===== src/rtl/vga_mode_sequencer.sv =====
`default_nettype none
// ============================================================================
// Module   : vga_mode_sequencer
// Purpose  : Streams one of two stored timing tables into VGA_Control over the
//            C_valid/C_addr/C_data/C_rdy config port on a mode request.
// Options  : define VGA_MODE_SYNC_WAIT_EN to hold writes until a VSync falling
//            edge so timing changes land on a frame boundary.
// Revision : 1.0  initial release
// ============================================================================
module vga_mode_sequencer #(
    parameter int                                CONFIG_WIDTH = 4,
    parameter int                                NUM_REGS     = 8,
    parameter logic [CONFIG_WIDTH-1:0]           BASE_ADDR    = 4'b1000,
    parameter logic [NUM_REGS*CONFIG_WIDTH-1:0]  MODE0_TABLE  = 32'hCA018721,
    parameter logic [NUM_REGS*CONFIG_WIDTH-1:0]  MODE1_TABLE  = 32'hEC127632
) (
    input  logic                    clk,
    input  logic                    rst_n,
    input  logic                    mode_req,
    input  logic                    mode_sel,
    input  logic                    VSync,
    input  logic                    C_rdy,
    output logic                    C_valid,
    output logic [CONFIG_WIDTH-1:0] C_addr,
    output logic [CONFIG_WIDTH-1:0] C_data,
    output logic                    busy,
    output logic                    done,
    output logic                    cur_mode
);

    localparam int                IDX_W    = (NUM_REGS > 1) ? $clog2(NUM_REGS) : 1;
    localparam logic [IDX_W-1:0]  LAST_IDX = IDX_W'(NUM_REGS - 1);

    localparam logic [1:0] S_IDLE  = 2'd0;
    localparam logic [1:0] S_WRITE = 2'd2;
    localparam logic [1:0] S_DONE  = 2'd3;

    logic [1:0]        state_q, state_d;
    logic [IDX_W-1:0]  idx_q, idx_d;
    logic              tgt_q, tgt_d;
    logic              pend_q, pend_d;
    logic              pend_sel_q, pend_sel_d;
    logic              cur_mode_q, cur_mode_d;

    logic              start_req;
    logic              start_sel;
    logic              xfer;
    logic [NUM_REGS*CONFIG_WIDTH-1:0] table_sel;

`ifdef VGA_MODE_SYNC_WAIT_EN
    localparam logic [1:0] S_SYNC_WAIT = 2'd1;
    localparam logic [1:0] S_START     = S_SYNC_WAIT;

    logic vsync_q;
    logic vsync_fall;

    always_ff @(posedge clk or negedge rst_n) begin
        if (!rst_n) begin
            vsync_q <= 1'b0;
        end else begin
            vsync_q <= VSync;
        end
    end

    assign vsync_fall = vsync_q & ~VSync;
`else
    localparam logic [1:0] S_START = S_WRITE;

    logic unused_vsync;
    assign unused_vsync = VSync;
`endif

    assign xfer      = (state_q == S_WRITE) && C_rdy;
    // A live request in the same cycle overrides an older pending one.
    assign start_req = mode_req | pend_q;
    assign start_sel = mode_req ? mode_sel : pend_sel_q;

    always_comb begin
        state_d    = state_q;
        idx_d      = idx_q;
        tgt_d      = tgt_q;
        pend_d     = pend_q;
        pend_sel_d = pend_sel_q;
        cur_mode_d = cur_mode_q;

        case (state_q)
            S_IDLE, S_DONE: begin
                if (start_req) begin
                    state_d = S_START;
                    idx_d   = '0;
                    tgt_d   = start_sel;
                    pend_d  = 1'b0;
                end else begin
                    state_d = S_IDLE;
                end
            end
`ifdef VGA_MODE_SYNC_WAIT_EN
            S_SYNC_WAIT: begin
                if (vsync_fall) begin
                    state_d = S_WRITE;
                end
            end
`endif
            S_WRITE: begin
                if (xfer) begin
                    if (idx_q == LAST_IDX) begin
                        state_d    = S_DONE;
                        idx_d      = '0;
                        cur_mode_d = tgt_q;
                    end else begin
                        idx_d = idx_q + 1'b1;
                    end
                end
            end
            default: begin
                state_d = S_IDLE;
            end
        endcase

        if (mode_req && (state_q != S_IDLE) && (state_q != S_DONE)) begin
            pend_d     = 1'b1;
            pend_sel_d = mode_sel;
        end
    end

    always_ff @(posedge clk or negedge rst_n) begin
        if (!rst_n) begin
            state_q    <= S_IDLE;
            idx_q      <= '0;
            tgt_q      <= 1'b0;
            pend_q     <= 1'b0;
            pend_sel_q <= 1'b0;
            cur_mode_q <= 1'b0;
        end else begin
            state_q    <= state_d;
            idx_q      <= idx_d;
            tgt_q      <= tgt_d;
            pend_q     <= pend_d;
            pend_sel_q <= pend_sel_d;
            cur_mode_q <= cur_mode_d;
        end
    end

    // Outputs decode straight from registered state so reset clears them at once.
    assign table_sel = tgt_q ? MODE1_TABLE : MODE0_TABLE;
    assign C_valid   = (state_q == S_WRITE);
    assign C_addr    = BASE_ADDR + CONFIG_WIDTH'(idx_q);
    assign C_data    = C_valid ? table_sel[int'(idx_q)*CONFIG_WIDTH +: CONFIG_WIDTH] : '0;
    assign busy      = (state_q != S_IDLE) && (state_q != S_DONE);
    assign done      = (state_q == S_DONE);
    assign cur_mode  = cur_mode_q;

endmodule
`default_nettype wire


===== config.mk =====
export PLATFORM = sky130hd
export DESIGN_NAME = vga_mode_sequencer
export DESIGN_NICKNAME = d
export VERILOG_FILES = /design/src/rtl/vga_mode_sequencer.sv
export SDC_FILE = /design/constraint.sdc
export NUM_CORES = 1
export LEC_CHECK = 0
export CORE_AREA = 2 2 40 42
export CTS_CLUSTER_SIZE = 30
export DETAILED_ROUTE_END_ITERATION = 16
export DIE_AREA = 0 0 42 44
export PLACE_DENSITY = 0.91
export SYNTH_ARGS = -nofsm -noshare
export SYNTH_HDL_FRONTEND = slang
export SYNTH_SLANG_ARGS = --single-unit

===== constraint.sdc =====
create_clock -name clk -period 3.38 [get_ports clk]
set_clock_uncertainty 0.2 [all_clocks]
set_input_delay 0.676 -clock clk [delete_from_list [all_inputs] [get_ports clk]]
set_output_delay 0.676 -clock clk [all_outputs]
set_load 0.01 [all_outputs]

# After elaboration in Yosys (flattened, before gate mapping)
# Cells that the tools add are included.
[word_totals] ff_bits=9 in_bits=6 output_inout_bits=12 wordCells=46
[op_classes] n_addsub=2 eq_ne=7 n_shift=1 n_mux=14 bitwise=1 n_reduce_logical=15
[ops] operator="$shiftx 32x6->4" n=1
[ops] operator="$mux 30" n=1
[ops] operator="$mux 3" n=3
[ops] operator="$reduce_bool 2->1" n=4
[ops] operator="$mux 2" n=3
[ops] operator="$pmux 3 s2" n=1
[ops] operator="$reduce_and 2->1" n=3
[ops] operator="$reduce_and 3->1" n=2
[ops] operator="$add 4x3->4 const A" n=1
[ops] operator="$eq 2x2->1 const B" n=2
[ops] operator="$logic_and 1x1->1" n=4
[ops] operator="$mux 1" n=4
[ops] operator="$mux 4" n=1
[ops] operator="$ne 2x1->1 const B" n=2
[ops] operator="$ne 2x2->1 const B" n=2
[ops] operator="$pmux 2 s2" n=1
[ops] operator="$add 3x1->3 const B" n=1
[ops] operator="$eq 3x3->1 const B" n=1
[ops] operator="$logic_not 2->1" n=1
[ops] operator="$reduce_or 2->1" n=1
[ops] operator="$or 1x1->1" n=1

# Logic depth before layout (Yosys ltp)
# Gate-level depths: netlist (run 1).
[depth] depth_word=5 depth_mapped=6 ltp_nobuf=5

# Worst setup path before layout (run 1)
# No wires, ideal clock.
[synth_timing] kind="reg2out" from="register idx_q[0]" to="output port C_data[1]" arrival_time_ps=1477 required_ps=2504 setup_slack_ps=1027 path_stages_with_launch=5 path_buffers=0 cell_sequence="dfrtp_1 > inv_1 > ha_1 > mux4_2 > nor2_1"
[synth_between] elab_chain_cells=2
[synth_rtl] item="start: declaration" line_no="39" source="logic [IDX_W-1:0] idx_q, idx_d;"
[synth_rtl] item="start signal: assignment" line_no="136" source="idx_q <= idx_d;"
[synth_rtl] item="$shiftx 32x6->4" line_no="148" source="assign C_data = C_valid ? table_sel[int'(idx_q)*CONFIG_WIDTH +: CONFIG_WIDTH] : '0;"
[synth_rtl] item="$mux 4" line_no="148"
[synth_rtl] item="end: declaration" line_no="25" source="output logic [CONFIG_WIDTH-1:0] C_data,"
# No other way between the ends.

# Worst setup path in the final report (run 1)
[layout_timing] from="register state_q[0]" to="output port C_data[2]"
[layout_between] elab_chain_cells=2
[layout_rtl] item="start: declaration" line_no="38" source="logic [1:0] state_q, state_d;"
[layout_rtl] item="start signal: assignment" line_no="135" source="state_q <= state_d;"
[layout_rtl] item="$eq 2x2->1" line_no="146" source="assign C_valid = (state_q == S_WRITE);"
[layout_rtl] item="$mux 4" line_no="148"
# No other way between the ends.

==> results of run 1 <==
[Yosys cell counts (2+ instances only)]
cell type	instances	area, µm²
a21o_1	2	15.0
a21oi_1	4	20.0
ha_1	11	138
o21ai_0	4	20.0
dfrtp_1	9	225
inv_1	8	30.0
buf_2	2	10.0
nand2_1	5	18.8
nand3_1	2	10.0
nor2b_1	2	12.5
nor2_1	4	15.0
[layer usage]
metal	vias to the layer above	routed length, µm
met3	4	61
li1	283	-
met2	16	703
met1	275	595
met4	0	20
met5	-	0
[cells by family after synthesis]
family | share of synthesized area, %
AND/OR/NAND/NOR | 14.6
multiplexers | 6.47
AO/OA/AOI/OAI | 17.7
buffers and inverters | 7.02
adder cells (fa/ha/maj) | 20.3
other | 0.554
flip-flops | 33.3
[area by class of cell]
type,instances,area share [%]
Sequential cell,9,26.3
Tap cell,16,2.34
Clock buffer,4,3.07
Multi-Input combinational cell,52,47.2
Inverter,8,3.51
Timing Repair Buffer,15,17.5
[power groups by stage]
| stage | registers [mW] | clock network, mW | logic, mW |
|---|---|---|---|
| after floorplan | 0.186 | 0 | 0.207 |
| after global placement | 0.187 | 0 | 0.321 |
| after detailed placement | 0.191 | 0 | 0.338 |
| after CTS | 0.189 | 0.0913 | 0.340 |
| after global routing | 0.196 | 0.0994 | 0.372 |
| final | 0.189 | 0.0873 | 0.336 |
[placed cells by master (no fill, tap or decap)]
cell	count
nor2_1	4
nor3b_1	1
nand4_1	1
a21oi_1	4
clkbuf_1	1
nand2_1	5
nor4_1	1
ha_1	11
nand3_1	2
a221o_1	1
a21boi_0	1
o2111ai_1	1
and4_1	1
mux4_2	1
clkbuf_4	3
inv_1	8
and3b_1	1
a2bb2oi_1	1
mux2i_1	1
clkdlybuf4s50_1	15
mux2_2	1
o31ai_1	1
o2bb2ai_1	1
nor2b_1	2
a21o_1	2
a211oi_1	1
conb_1	1
o22ai_1	1
nor3_1	1
dfrtp_1	9
o21ai_0	4
[state kept, by name, indices dropped and copies added (netlist names)]
register    count
cur_mode        1
tgt_q           1
pend_q          1
pend_sel_q      1
idx_q           3
state_q         2
[stage by stage]
step | instances | power (mW) | cell area, µm²
after floorplan | 72 | 0.392 | 677
after global placement | 100 | 0.508 | 830
after detailed placement | 100 | 0.529 | 830
after CTS | 104 | 0.621 | 856
after global routing | 104 | 0.667 | 856
final | 104 | 0.613 | 856
[worst paths after layout]
kind	slack, ns	end
min in group asynchronous	0.49	state_q[0]
max in group asynchronous	2.19	idx_q[1]
setup / recovery	0.23	C_data[2]
hold reg to reg	0.29	cur_mode
hold / removal	0.29	cur_mode
setup reg to reg	1.51	idx_q[1]
[critical path, delay by kind of cell, from the launching register on]
| family | cells | cell delay [ns] |
|---|---|---|
| and+or+nand+nor | 1 | 0.17 |
| buffers and inverters | 2 | 0.68 |
| adders and majority gates | 1 | 0.41 |
| AOI/OAI and AO/OA | 2 | 0.32 |
| DFF | 1 | 0.42 |
==> flow_summary.toml, run 1 <==
[clock_network]
cts-resized-gates = 0
cts_setup_buffers = 0
cts_hold_buf = 0
cts_tree = "built"
numCtsBuffers = 3
worstSkewPairLatency_ns = 0.27
clkTransAtPathRegs_ns = 0.07
cts.path.max_buffers = 2
cts_root_buf = "clkbuf_4"
htreeDepth = 1
clock-sinks = 9

[detailed_routing]
via_per_inst = 5.56
routed_wl_mm = 1.38
vias = 578
drtIter0Drc = 3
drt_first_pass_iters = 2
ant_nets = 0
drc = 0
wire_per_inst_um = 13.3

[power_and_ir_drop]
powerDensity_nw_per_um2 = 716
switchingPower_uw = 253
power.clock.fraction_pct = 14.2
ir_drop_uv = 362
p_leak_nw = 0.399
p_seq_share_pct = 30.9
combPwrFrac_pct = 54.9
switching_share_pct = 41.4
p_int_uw = 359

[critical_path]
path_cells = "inv_1, ha_1, nand2_1, a21oi_1, a21boi_0, clkdlybuf4s50_1"
setup.worst_path.end_class = "primary output"
r2r-start = "state_q[0]"
r2r_cells = 5
worstSetupStartpoint = "state_q[0]"
cp_slowest_cell = "clkdlybuf4s50_1"
cp_max_fo = 13
crit_type = "reg -> out"
worstPathRequired_ns = 2.50
start_kind = "flop"
cpPeakStageDelay_ns = 0.56
cp.arrival_ns = 2.28

[global_routing]
grt_pass1_vias = 543
grt_overflow = 0
grt_antenna_before_repair = 0
grt_use_met3_pct = 2.92
top_usage_layer = "met2"
grt_use_total_pct = 16.8
grt_start_max_net_pins = 14
grt_pass1_wl_mm = 2.28
grt.met2_usage_pct = 29.1
use_met1_pct = 18.0

[sta]
finalCriticalPeriod_ns = 3.15
min_period_over_period_pct = 93.3
whs_ns = 0.286
drv_slew = 0
max_freq_mhz = 317
fin_ws_ns = 0.228
setup_tns_ns = 0
hold_viol_final = 0
rsz0062_at_grt = "false"
finalSetupViolCount = 0

[yosys]
ys_seq_area_share_pct = 33.3
yosys_warnings = 0
syn_nets = 89
synth.distinct_cells = 30
ys_ff_latch = 9
synth_edf_count = 0
synth_area_um2 = 677
synth_ff_type = "dfrtp_1"
synthArstFlopShare_pct = 100
synth_area_per_cell_um2 = 9.40
syn_inst = 72

[floorplan]
io_pins = 18
num_rows = 14
fp.dieW_um = 42
die-area_um2 = 1850
start_util_pct = 47.7
die_h_um = 44
core_area_um2 = 1420

[place]
gp_congestion = 0.784
place_ws_ns = 0.539
dp_hpwl_mm = 1.07
io_buffer_count = 15

[run_status]
outcome = "completed"

[final_layout]
final_util_pct = 60.3
fin_nets = 106
areaGrowthSynthToFinish_pct = 26.4
fillers = 140
antennaDiodeCount = 0
multi_input_area_um2 = 404
drive_gt1_share_pct = 5.68
regArea_um2 = 225

[hold_path]
min_path_type = "reg -> reg"
min_path_cells = 2
worst_hold_startpoint = "cur_mode"

[job]
cap_violations = 0
No activity file was read; power rests on OpenSTA's default activity.
==> run 2: changes to the inputs <==
==> constraint.sdc (replaced) <==
create_clock -name clk -period 3.38 [get_ports clk]
set_clock_uncertainty 0.2 [all_clocks]
set_input_delay 0.507 -clock clk [delete_from_list [all_inputs] [get_ports clk]]
set_output_delay 0.507 -clock clk [all_outputs]
set_load 0.01 [all_outputs]
==> results of run 2 <==
Same layout as run 1 (identical final DEF). Status: completed.
Among the figures that moved: setup slack after placement 0.539 ns -> 0.708 ns; setup slack after layout 0.228 ns -> 0.397 ns
==> run 3: changes to the inputs <==
PLACE_DENSITY = 0.84   (was 0.91)
==> flow_summary.toml, run 3 (synthesis results as in run 1) <==
[clock_network]
cts_setup_buffers = 0
clkTransAtPathRegs_ns = 0.07
cts_hold_buf = 0
cts.path.max_buffers = 2
cts-resized-gates = 0
worstSkewPairLatency_ns = 0.26
cts_root_buf = "clkbuf_4"
numCtsBuffers = 3
cts_tree = "built"
htreeDepth = 1
clock-sinks = 9

[critical_path]
cp_slowest_cell = "clkdlybuf4s50_1"
start_kind = "flop"
cp_top_family = "buffers and inverters"
worst-path-buf-inv = 2
cp.arrival_ns = 2.26
setup.worst_path.end_class = "primary output"
path_cells = "inv_1, ha_1, nand2_1, a21oi_1, a21boi_0, clkdlybuf4s50_1"
crit_type = "reg -> out"
cp_max_fo = 13
cpPeakStageDelay_ns = 0.55
worstPathRequired_ns = 2.67

[sta]
fin_ws_ns = 0.415
max_freq_mhz = 337
hold_viol_final = 0
rsz0062_at_grt = "false"
whs_ns = 0.283
finalCriticalPeriod_ns = 2.96
setup_tns_ns = 0
drv_slew = 0
min_period_over_period_pct = 87.7
finalSetupViolCount = 0

[detailed_routing]
drt_first_pass_iters = 4
via_per_inst = 5.58
drtIter0Drc = 13
wire_per_inst_um = 13.2
vias = 580
drc = 0
routed_wl_mm = 1.37
ant_nets = 0

[final_layout]
drive_gt1_share_pct = 5.68
finalNonFillerCells = 104
fin_nets = 106
areaGrowthSynthToFinish_pct = 26.4
final_cell_mix = "15 x clkdlybuf4s50_1, 11 x ha_1, 9 x dfrtp_1, 8 x inv_1, 5 x nand2_1"
top_register = "idx_q"
final_common_cell = "clkdlybuf4s50_1"
top_regs = "idx_q x3, state_q x2"
largest_register_ffs = 3
fillers = 134
antennaDiodeCount = 0
final_util_pct = 60.3

[power_and_ir_drop]
ir_drop_uv = 384
powerDensity_nw_per_um2 = 710
p_leak_nw = 0.399

[place]
place_ws_ns = 0.710
dp_hpwl_mm = 1.04
dp_cells = 100
io_buffer_count = 15
gp_congestion = 0.801

[global_routing]
grt_use_total_pct = 15.6
grt_antenna_before_repair = 0
grt_overflow = 0
grt_pass1_vias = 517
grt_start_max_net_pins = 14
grt_pass1_wl_mm = 2.18

[run_status]
outcome = "completed"

[floorplan]
fp.dieW_um = 42
start_util_pct = 47.7
num_rows = 14
die_h_um = 44
die-area_um2 = 1850
io_pins = 18
core_area_um2 = 1420

[job]
cap_violations = 0

[hold_path]
min_path_type = "reg -> reg"
## run 3: worst reg2reg max path: stages, from the launching register on
cell       delay, ns
dfrtp_1         0.40
inv_1           0.10
ha_1            0.41
nor3_1          0.44
a2bb2oi_1       0.14
nand3_1         0.10
## run 3: per-layer routing
layer  track usage [%]  wire [µm]
met5                 0          0
met3              1.67         57
met2              29.1        705
met4              8.39         15
met1              17.4        591
## run 3: final timing paths
check | startpoint | slack, ns | end | cells past startpoint
worst min-delay path | cur_mode | 0.28 | cur_mode | 2
min in group asynchronous | rst_n | 0.34 | state_q[0] | 1
worst max-delay path | state_q[0] | 0.42 | C_data[2] | 6
max in group asynchronous | rst_n | 2.34 | cur_mode | 1
worst min register to register | cur_mode | 0.28 | cur_mode | 2
worst max register to register | state_q[0] | 1.52 | idx_q[1] | 5
## run 3: cell type report
| class | count | area [µm²] | area share (%) |
|---|---|---|---|
| Sequential cell | 9 | 225 | 26.3 |
| Clock buffer | 4 | 26.3 | 3.07 |
| Timing Repair Buffer | 15 | 150 | 17.5 |
| Multi-Input combinational cell | 52 | 404 | 47.2 |
| Tap cell | 16 | 20.0 | 2.34 |
| Inverter | 8 | 30.0 | 3.51 |
## run 3: through the flow
stage                     cell area, µm²  power (mW)
after global routing                 856       0.653
after detailed placement             830       0.525
after CTS                            856       0.611
after floorplan                      677       0.392
after global placement               830       0.511
final                                856       0.607
## run 3: power breakdown
part,leakage [nW],internal [mW],switching (mW)
registers,0.118,0.144,0.0468
logic,0.267,0.169,0.163
clock network,0.0150,0.0455,0.0384
total,0.399,0.359,0.249
==> variant 1, RTL diff (settings of run 2) <==
Set the parameter `NUM_REGS` to 16 (it was 8).
--- a/src/rtl/vga_mode_sequencer.sv
+++ b/src/rtl/vga_mode_sequencer.sv
@@ -11,3 +11,3 @@
     parameter int                                CONFIG_WIDTH = 4,
-    parameter int                                NUM_REGS     = 8,
+    parameter int                                NUM_REGS     = 16,
     parameter logic [CONFIG_WIDTH-1:0]           BASE_ADDR    = 4'b1000,
Behaviour: not the same (a bounded check fails within 10 cycles, from zero or initial values and one cycle with rst_n low).
==> variant 1 against run 2 <==
- register-to-register slack got worse by 0.20 ns
- largest power group unchanged
- area after synthesis rose by 14%
- final area grew 9.2%
- synthesized cell count up 13%
- sequential cell count grew 1
- worst setup slack worse by 0.014 ns
- sequential share of layout area increased by 0.46 points
- clock power is 10% lower
- worst hold slack improved by 0.022 ns
- wire length up 15%
- total power grew 18%
==> variant 1: results (changes against run 2) <==
Async SR Flop Fraction 100% (unchanged); largest net degree at the start of global routing 15 (was 14); Clock transition at path regs around 0.060 ns; routability-driven placement congestion ratio 0.804 (was 0.784); leakage power total 0.395 nW (was 0.399 nW); Synth area leaders dfrtp_1 (32%), ha_1 (15%), buf_4 (3.9%), inv_1 (3.9%), mux2_2 (2.9%) (was dfrtp_1 (33%), ha_1 (20%), inv_1 (4.4%), mux4_2 (3.3%), a21oi_1 (3.0%)); All-Layer GR Usage 20.1% (was 16.8%); clock period minus worst slack 3.00 ns (was 2.98 ns); DR iter-0 viols 10 (was 3); top cells by count, synth dfrtp_1 (10), ha_1 (9), inv_1 (8), nor2_1 (6) (was ha_1 (11), dfrtp_1 (9), inv_1 (8), nand2_1 (5)); first-pass GRT wire length 2700 um (was 2280 um); vias in the first global route 605 (was 543); total negative setup slack 0 ns (unchanged); DP HPWL 1240 um (was 1070 um); total number of vias 662 (was 578); Initial DRT Pass Iterations 4 (was 2); sequential fraction of the synthesis area 32.4% (was 33.3%); biggest regs idx_q (4), state_q (2) (was idx_q (3), state_q (2)); crit path max fanout 9 (was 13); share of layout cells above drive strength 1 9.47% (was 5.68%); outcome complete, no violations (unchanged); wire per inst 14.3 um (was 13.3 um); fin nets 112 (was 106); fillers 118 (was 140); Port-buffer cells 16 (was 15); CTS buffer count 3 (unchanged); Worst VDD drop 0.433 mV (was 0.362 mV); Synth Net Count 96 (was 89)
==> variant 1: changes by cell type in the layout (fill, tap and decap cells not counted), moves of 2 or more <==
cell,before,now
ha_1,11,9
nand3b_1,0,3
a21o_1,2,0
nand2b_1,0,2
o211ai_1,0,2
nor2_1,4,6
nand2_1,5,3
==> variant 1: final timing paths <==
| path | depth (start not counted) | to | from | slack (ns) |
|---|---|---|---|---|
| worst min-delay path | 1 | pend_sel_q | pend_sel_q | 0.31 |
| worst max register to register | 5 | idx_q[0] | state_q[0] | 1.31 |
| worst min register to register | 1 | pend_sel_q | pend_sel_q | 0.31 |
| worst max-delay path | 5 | C_data[1] | idx_q[0] | 0.38 |
| max in group asynchronous | 1 | idx_q[0] | rst_n | 2.31 |
| min in group asynchronous | 1 | pend_q | rst_n | 0.36 |
==> variant 1: cells by family after synthesis <==
family,synth area share (%)
buffers and inverters,9.22
and+or+nand+nor,21.4
AOI/OAI and AO/OA,15.2
muxes,7.28
DFF,32.4
adders and majority gates,14.6
==> variant 1: stage by stage <==
step | area [um2] | instances | power, W | setup slack (ns)
floorplan | 773 | 81 | 0.000518 | 1.22
finish | 935 | 111 | 0.000726 | 0.383
detailed placement | 912 | 108 | 0.000648 | 0.647
CTS | 935 | 111 | 0.000729 | 0.368
global route | 935 | 111 | 0.000788 | 0.247
global placement | 912 | 108 | 0.000623 | 0.707
==> variant 1: report_power, final <==
| group | leakage [nW] | internal [W] | switching [W] |
|---|---|---|---|
| Sequential | 0.131 | 0.000161 | 0.0000709 |
| Combinational | 0.251 | 0.000216 | 0.000200 |
| Clock | 0.0138 | 0.0000410 | 0.0000375 |
==> variant 1: cell type report <==
class,count,area [um2],share of cell area (%)
inverters,8,30.0,3.21
clock buffers,3,22.5,2.41
flip-flops and latches,10,250,26.8
multi-input cells,58,452,48.3
well taps,16,20.0,2.14
repair buffers,16,160,17.1
==> variant 1: critical path, stage by stage, from the launching register on <==
cell             delay, ns
dfrtp_1               0.49
inv_1                 0.12
ha_1                  0.33
mux4_2                0.48
nor2_1                0.09
clkdlybuf4s50_1       0.53
==> variant 1: metal layers <==
layer  vias to the layer above  track usage (%)  share of wire, %
li1                        315                -                 -
met1                       319             21.5                41
met2                        26             37.2                52
met3                         2             5.42               5.8
met4                         0             8.39              0.82
met5                         -                0                 0
==> variant 2, RTL diff (flow settings as in run 2) <==
Without the edit above. Add an input register stage for `mode_req` and `mode_sel`, without a reset; this delays them by one clock. The other inputs are not delayed to match.
--- a/src/rtl/vga_mode_sequencer.sv
+++ b/src/rtl/vga_mode_sequencer.sv
@@ -36,2 +36,10 @@
     localparam logic [1:0] S_DONE  = 2'd3;
+
+    logic mode_req_q;
+    logic mode_sel_q;
+
+    always_ff @(posedge clk) begin
+        mode_req_q <= mode_req;
+        mode_sel_q <= mode_sel;
+    end
 
@@ -74,4 +82,4 @@
     // A live request in the same cycle overrides an older pending one.
-    assign start_req = mode_req | pend_q;
-    assign start_sel = mode_req ? mode_sel : pend_sel_q;
+    assign start_req = mode_req_q | pend_q;
+    assign start_sel = mode_req_q ? mode_sel_q : pend_sel_q;
 
@@ -119,5 +127,5 @@
 
-        if (mode_req && (state_q != S_IDLE) && (state_q != S_DONE)) begin
+        if (mode_req_q && (state_q != S_IDLE) && (state_q != S_DONE)) begin
             pend_d     = 1'b1;
-            pend_sel_d = mode_sel;
+            pend_sel_d = mode_sel_q;
         end
Behaviour: not the same (a bounded check fails within 4 cycles, from zero or initial values and one cycle with rst_n low).
==> variant 2 against run 2 <==
- final area increased by 4.8%
- clock power increased by 4.9%
- wire length is 0.72% lower
- sequential cell count grew 2
- count of clock-buffer cells in the layout decreased by 1
- combinational power about the same
- area after synthesis is 5.9% higher
- register-to-register slack better by 0.05 ns
- first-iteration DRC count rose to 4.0 times the old value
- worst hold slack worse by 0.0079 ns
- sequential share of layout area grew 3.3 points
- worst setup slack worse by 0.019 ns
- fmax decreased by 0.64%
- total power rose by 5.4%
==> variant 2: results (changes against run 2) <==
outcome complete, no violations (unchanged); overall routed net length 1370 um (was 1380 um); clk cell area share 3.07% (about the same); WP data arrival 2.30 ns (was 2.28 ns); DRT met1 WL 537 um (was 595 um); wire per inst 12.9 um (was 13.3 um); Worst VDD drop 0.402 mV (was 0.362 mV); share of layout cells above drive strength 1 6.67% (was 5.68%); WL met2 700 um (was 703 um); first-pass GRT wire length 2270 um (was 2280 um); number of library cell types mapped by synthesis 31 (was 30); non-clk buf share 16.7% (was 17.5%); placed cell count 102 (was 100); #MultiIn Comb 52 (unchanged); Reg2Reg Setup Slack 1.56 ns (was 1.51 ns); GR Overflow Total 0 (unchanged); number of core rows 14 (unchanged); sequential fraction of the synthesis area 37.0% (was 33.3%); fillers 120 (was 140); Seq Cell Count 11 (was 9); multiplexer share of the synthesized area 6.11% (was 6.47%); Synth area leaders dfrtp_1 (31%), ha_1 (19%), dfxtp_1 (5.6%), inv_1 (4.2%), mux4_2 (3.1%) (was dfrtp_1 (33%), ha_1 (20%), inv_1 (4.4%), mux4_2 (3.3%), a21oi_1 (3.0%)); DP HPWL 1060 um (was 1070 um); All-Layer GR Usage 17.3% (was 16.8%); total number of vias 604 (was 578); leakage power total 0.419 nW (was 0.399 nW); clk buf depth 2 (unchanged); largest net degree at the start of global routing 14 (unchanged); vias in the first global route 530 (was 543); fin nets 108 (was 106); routability-driven placement congestion ratio 0.795 (was 0.784); Clock transition at path regs 0.07 ns (about the same); top sig layer met4 (unchanged); dpl ws 0.689 ns (was 0.708 ns); CTS buffer count 3 (unchanged); met2 usage 29.4% (was 29.1%); Area growth, synth to finish 25.1% (was 26.4%); bufs w/o clock 15 (unchanged); Detail Route met3 WL 96 um (was 61 um); Min Hold Slack 0.278 ns (was 0.286 ns); Synth Net Count 91 (was 89); Seq/total area 29.6% (was 26.3%); Critical R2R Capture idx_q[0] (was idx_q[1]); cells after synthesis 74 (was 72); Port-buffer cells 15 (unchanged); met1 Resource Use GR 18.7% (was 18.0%); DR iter-0 viols 12 (was 3); met3 usage 5.00% (was 2.92%); adder-cell share of the synthesized area 19.2% (was 20.3%); Post-DP Area 870 um2 (was 830 um2); Compound-Gate Fraction of Synth Area 16.8% (was 17.7%); Async SR Flop Fraction 81.8% (was 100%); Initial DRT Pass Iterations 4 (was 2)
-- variant 2: changes by cell type in the layout (fill, tap and decap cells not counted) --
cell and change:
dfxtp_1 +2, clkbuf_1 -1, clkinv_2 +1
-- variant 2: where the power goes --
group / total, W / internal (W) / switching [W]
Clock: 0.0000916 / 0.0000440 / 0.0000476
Sequential: 0.000218 / 0.000170 / 0.0000488
Combinational: 0.000336 / 0.000172 / 0.000164
Total: 0.000646 / 0.000386 / 0.000260
-- variant 2: worst max-delay path by stage --
stage / start / end / slack [ns] / depth (start not counted)
after floorplan: idx_q[0] / C_data[1] / 1.20 / 4
after global placement: state_q[0] / C_data[2] / 0.74 / 6
after detailed placement: state_q[0] / C_data[2] / 0.69 / 6
after CTS: state_q[0] / C_data[2] / 0.38 / 6
after global routing: state_q[0] / C_data[2] / 0.25 / 6
final: state_q[0] / C_data[2] / 0.38 / 6
